===== src/rtl/pc_fetch_ctrl.sv =====
// pc_fetch_ctrl
//   Program-counter and fetch-sequencing stage. It takes the branch target or
//   offset from the lookup table and drives ProgCtr into the instruction ROM.
//   A four-state run-control FSM (IDLE/ARMED/RUN/DONE) gates all sequencing.
//   Two counters are kept for the bench: cycles spent in RUN, and taken
//   branches executed in RUN. Both counters saturate instead of wrapping.
// Ports
//   Clk          in   system clock, rising edge
//   Reset_n      in   asynchronous active-low reset
//   Start        in   level: hold/arm at START_ADDR; the falling edge launches a run
//   BranchEn     in   decoded instruction is a branch
//   Taken        in   branch condition is true
//   AbsJump      in   1: Target is an absolute address, 0: Target is a signed offset
//   Target       in   branch target or offset [PC_W]
//   Halt         in   decoded instruction is the program-end opcode
//   ProgCtr      out  fetch address [PC_W]
//   Busy         out  high in RUN
//   Done         out  high in DONE
//   CycleCount   out  cycles spent in RUN [CNT_W]
//   BranchCount  out  taken branches executed in RUN [CNT_W]
module pc_fetch_ctrl #(
    parameter int              PC_W       = 10,
    parameter logic [PC_W-1:0] START_ADDR = '0,
    parameter int              CNT_W      = 16
) (
    input  logic             Clk,
    input  logic             Reset_n,
    input  logic             Start,
    input  logic             BranchEn,
    input  logic             Taken,
    input  logic             AbsJump,
    input  logic [PC_W-1:0]  Target,
    input  logic             Halt,
    output logic [PC_W-1:0]  ProgCtr,
    output logic             Busy,
    output logic             Done,
    output logic [CNT_W-1:0] CycleCount,
    output logic [CNT_W-1:0] BranchCount
);

    typedef enum logic [1:0] {
        S_IDLE  = 2'd0,
        S_ARMED = 2'd1,
        S_RUN   = 2'd2,
        S_DONE  = 2'd3
    } state_t;

    localparam logic [CNT_W-1:0] CNT_MAX = '1;
    localparam logic [CNT_W-1:0] CNT_ONE = CNT_W'(1);
    localparam logic [PC_W-1:0]  PC_ONE  = PC_W'(1);

    state_t           state, state_nx;
    logic [PC_W-1:0]  pc_nx;
    logic [CNT_W-1:0] cyc_nx, br_nx;

    // Busy/Done come straight from the state register, so they are glitch-free
    // and change on the same edge as ProgCtr.
    assign Busy = (state == S_RUN);
    assign Done = (state == S_DONE);

    always_ff @(posedge Clk or negedge Reset_n) begin
        if (!Reset_n) begin
            state       <= S_IDLE;
            ProgCtr     <= START_ADDR;
            CycleCount  <= '0;
            BranchCount <= '0;
        end else begin
            state       <= state_nx;
            ProgCtr     <= pc_nx;
            CycleCount  <= cyc_nx;
            BranchCount <= br_nx;
        end
    end

    always_comb begin
        state_nx = state;
        pc_nx    = ProgCtr;
        cyc_nx   = CycleCount;
        br_nx    = BranchCount;
        if (Start) begin
            // Start overrides everything, including a halt in the same cycle.
            state_nx = S_ARMED;
            pc_nx    = START_ADDR;
            cyc_nx   = '0;
            br_nx    = '0;
        end else begin
            unique case (state)
                // ProgCtr already sits at START_ADDR, so the first RUN fetch uses it.
                S_ARMED: state_nx = S_RUN;
                S_RUN: begin
                    cyc_nx = (CycleCount == CNT_MAX) ? CycleCount : CycleCount + CNT_ONE;
                    if (Halt) begin
                        // ProgCtr stays on the halt instruction; the branch is dropped.
                        state_nx = S_DONE;
                    end else if (BranchEn && Taken) begin
                        // Relative targets are two's complement; the same-width add
                        // wraps modulo 2^PC_W, which gives the signed offset for free.
                        pc_nx = AbsJump ? Target : ProgCtr + Target;
                        br_nx = (BranchCount == CNT_MAX) ? BranchCount : BranchCount + CNT_ONE;
                    end else begin
                        pc_nx = ProgCtr + PC_ONE;
                    end
                end
                default: ; // IDLE and DONE hold until Start
            endcase
        end
    end

endmodule


===== config.mk =====
export PLATFORM = sky130hd
export DESIGN_NAME = pc_fetch_ctrl
export DESIGN_NICKNAME = d
export VERILOG_FILES = /design/src/rtl/pc_fetch_ctrl.sv
export SDC_FILE = /design/constraint.sdc
export NUM_CORES = 1
export LEC_CHECK = 0
export ABC_AREA = 1
export BUFFER_PORTS_ARGS = -buffer_cell sky130_fd_sc_hd__buf_2
export CAP_MARGIN = 20
export CORE_ASPECT_RATIO = 0.6
export CORE_MARGIN = 1
export CORE_UTILIZATION = 31
export CTS_BUF_LIST = sky130_fd_sc_hd__clkbuf_8 sky130_fd_sc_hd__clkbuf_16
export CTS_CLUSTER_SIZE = 20
export DETAILED_ROUTE_END_ITERATION = 10
export SKIP_LAST_GASP = 1
export SLEW_MARGIN = 40
export SYNTH_ARGS = -nofsm -noshare
export SYNTH_HDL_FRONTEND = slang
export SYNTH_SLANG_ARGS = --single-unit

===== constraint.sdc =====
create_clock -name Clk -period 3.2 [get_ports Clk]
set_input_delay 0.64 -clock Clk [delete_from_list [all_inputs] [get_ports Clk]]
set_output_delay 0.64 -clock Clk [all_outputs]
set_load 0.01 [all_outputs]

==> qor.yml <==
power.leakage_nw: 1.926
tns_ps: 0
worstPathRequired_ps: 3380
n_antenna_cell: 0
rows: 28
vias: 3285
post_drt_wl_per_cell_um: 13.38
core-area_mm2: 0.009985
route.detailed.drc: 0
clk_path_buf_depth: 2
nNetsFinal: 555
yosysSeqAreaShare: 0.3413
antenna_found_initial: 0
synth_cells: 467
avgSynthCellArea_um2: 6.907
vias_per_cell: 4.970
grt_pass1_wl_mm: 14.93
worst_setup_path_start_kind: "flip-flop"
grt_pass1_vias: 2940
synth_top_area_share: 0.3413
drive_gt1_frac: 0.1692
start_util: 0.3231
path_delay_family: "adder cells"
path_cells: "ha_1 -> inv_1 -> fa_1 -> o21ai_1 -> nand2_1 -> nand2_1 -> nand2_1 -> nand3_1 -> nand2_1 -> nand2_1 -> nand2_1"
syn_area_mm2: 0.003226
postRouteAntennaNets: 0
critPathLaunch: "ProgCtr[0]"
io_pins: 61
timing.rr.end: "ProgCtr[6]"
worstReg2RegStart: "ProgCtr[0]"
path_depth: 11
instances_no_fill: 661
rr_worst_depth: 11
cts_tree: "built"
track_usage: 0.1746
detail_route.wirelength_mm: 8.842
die_y_um: 81.02
post-place-ws_ps: 921.5
place_inst: 653
mostFrequentLayoutCells: "143 x nand2_1, 59 x buf_2, 48 x nor2_1"
dr.pass1.iters: 5
drv_cap: 0
area_growth_pct: 19.82
setup_violations: 0
layout_setup_ws_ps: 1090
drv_slew: 0
fin_util: 0.3871
crit_top_cell: "nand2_1"
htreeDepth: 2
tightest_slew_ps: 629.5
cp-endpoint: "ProgCtr[6]"
port_buffers: 60
post_cts_buffers: 0
cp.arrival_ps: 2290
cp-end-kind: "flip-flop"
synth_warnings: 0
cp.buffers_inverters: 1
clk_latency_ps: 290
place_congestion: 0.8724
finalCriticalPeriod_ps: 2110
relSlewSlack: 0.5793
drtIter0Drc: 300
hold_buffers: 0
slowest_delay_ps: 480
die_area_mm2: 0.01083
finalPower_w: 0.001446
min_path_type: "in2async"
power_density_mw_per_mm2: 374.2
synth-seq-cells: 44
finalCritPeriodShare: 0.6593
rrSetupSlack_ps: 1090
grt_max_degree: 45
cts_sinks: 44
vdd_drop_max_uv: 189.0
cts_root_buf: "clkbuf_16"
crit_fanout: 8
place_hpwl_mm: 6.685
final_hold_viol_count: 0
post_cts_resized: 0
worstSetupPathType: "reg2reg"
fin_worst_skew_ps: 6.560
grt_overflow: 0
syn_nets: 497
rsz0062_at_grt: "no"
fmax_ghz: 0.4740
mostFrequentLayoutCell: "nand2_1"
path_clk_slew_ps: 60
outcome: "finished clean"
yosys.area.top_type: "dfrtp_1"
die_w_um: 133.7
synthTopCellsByArea: "dfrtp_1 34%, nand2_1 17%, nand3_1 6.1%"
cts_buffers: 5
crit_slowest_cell: "dfrtp_1"
synth_cell_types: 37
-- worst min-delay path by stage --
stage	start	to	slack (ps)	depth (start not counted)
3_3_place_gp	state[0]	state[1]	530	2
5_1_grt	Reset_n	CycleCount[14]	400	1
3_5_place_dp	BranchCount[1]	BranchCount[1]	550	2
2_1_floorplan	Reset_n	BranchCount[0]	340	0
6_report	Reset_n	CycleCount[10]	350	1
4_1_cts	Reset_n	CycleCount[10]	370	1
-- flip-flops by register name (all words and copies together), names as in the netlist --
register,count
BranchCount,16
CycleCount,16
ProgCtr,10
state,2
-- report_power, final --
part           total (W)  internal [W]  switching, W
sequential      0.000573      0.000563     0.0000102
combinational   0.000132     0.0000403     0.0000914
clock           0.000741      0.000526      0.000215
total            0.00145       0.00113      0.000317
-- worst register-to-register path, cell delays in order (launching register included) --
cell and delay [ps]:
dfrtp_1 480, ha_1 240, inv_1 60, fa_1 400, o21ai_1 350, nand2_1 130, nand2_1 80, nand2_1 50
nand3_1 60, nand2_1 50, nand2_1 50, nand2_1 50
-- per-layer routing --
metal	share of wire	GRT usage
met4	0.0078	0.04205
met1	0.55	0.2714
met5	0	0
met3	0.051	0.03059
met2	0.39	0.2432
-- through the flow --
step | instance area, um^2 | hold WS (ps)
finish | 3865 | 350.6
global route | 3865 | 401.7
CTS | 3865 | 368.0
detailed placement | 3650 | 549.9
global placement | 3647 | 529.0
floorplan | 3226 | 344.4
-- layout make-up --
class                   count  area, um^2
repair buffers             60       302.8
well taps                 135       168.9
inverters                  48       182.7
fillers                  1049        6120
multi-input cells         366        1894
clock buffers               5       125.1
clock inverters             3       90.09
flip-flops and latches     44        1101
-- synth_stat cells, drive strengths merged --
| cell | instances |
|---|---|
| a21o | 1 |
| a21oi | 21 |
| a31o | 4 |
| a32o | 1 |
| and3 | 1 |
| buf | 4 |
| clkbuf | 5 |
| clkinv | 1 |
| dfrtp | 44 |
| fa | 1 |
| ha | 12 |
| inv | 47 |
| nand2 | 148 |
| nand3 | 39 |
| nand3b | 3 |
| nand4 | 18 |
| nor2 | 49 |
| nor3 | 7 |
| o211ai | 1 |
| o21ai | 28 |
| o21bai | 1 |
| o22ai | 1 |
| o31ai | 7 |
| or2 | 1 |
| xnor2 | 8 |
| xor2 | 14 |
-- cell families (layout without fill, tap and decap cells) --
group / count (synthesis) / after routing / share of synthesized area
simple gates: 266 / 266 / 0.3596
compound gates: 65 / 65 / 0.1152
buf+inv: 57 / 116 / 0.07138
flops: 44 / 44 / 0.3414
xor+xnor: 22 / 22 / 0.05974
fa+ha+maj: 13 / 13 / 0.05275
(Power assumes the default switching activity.)
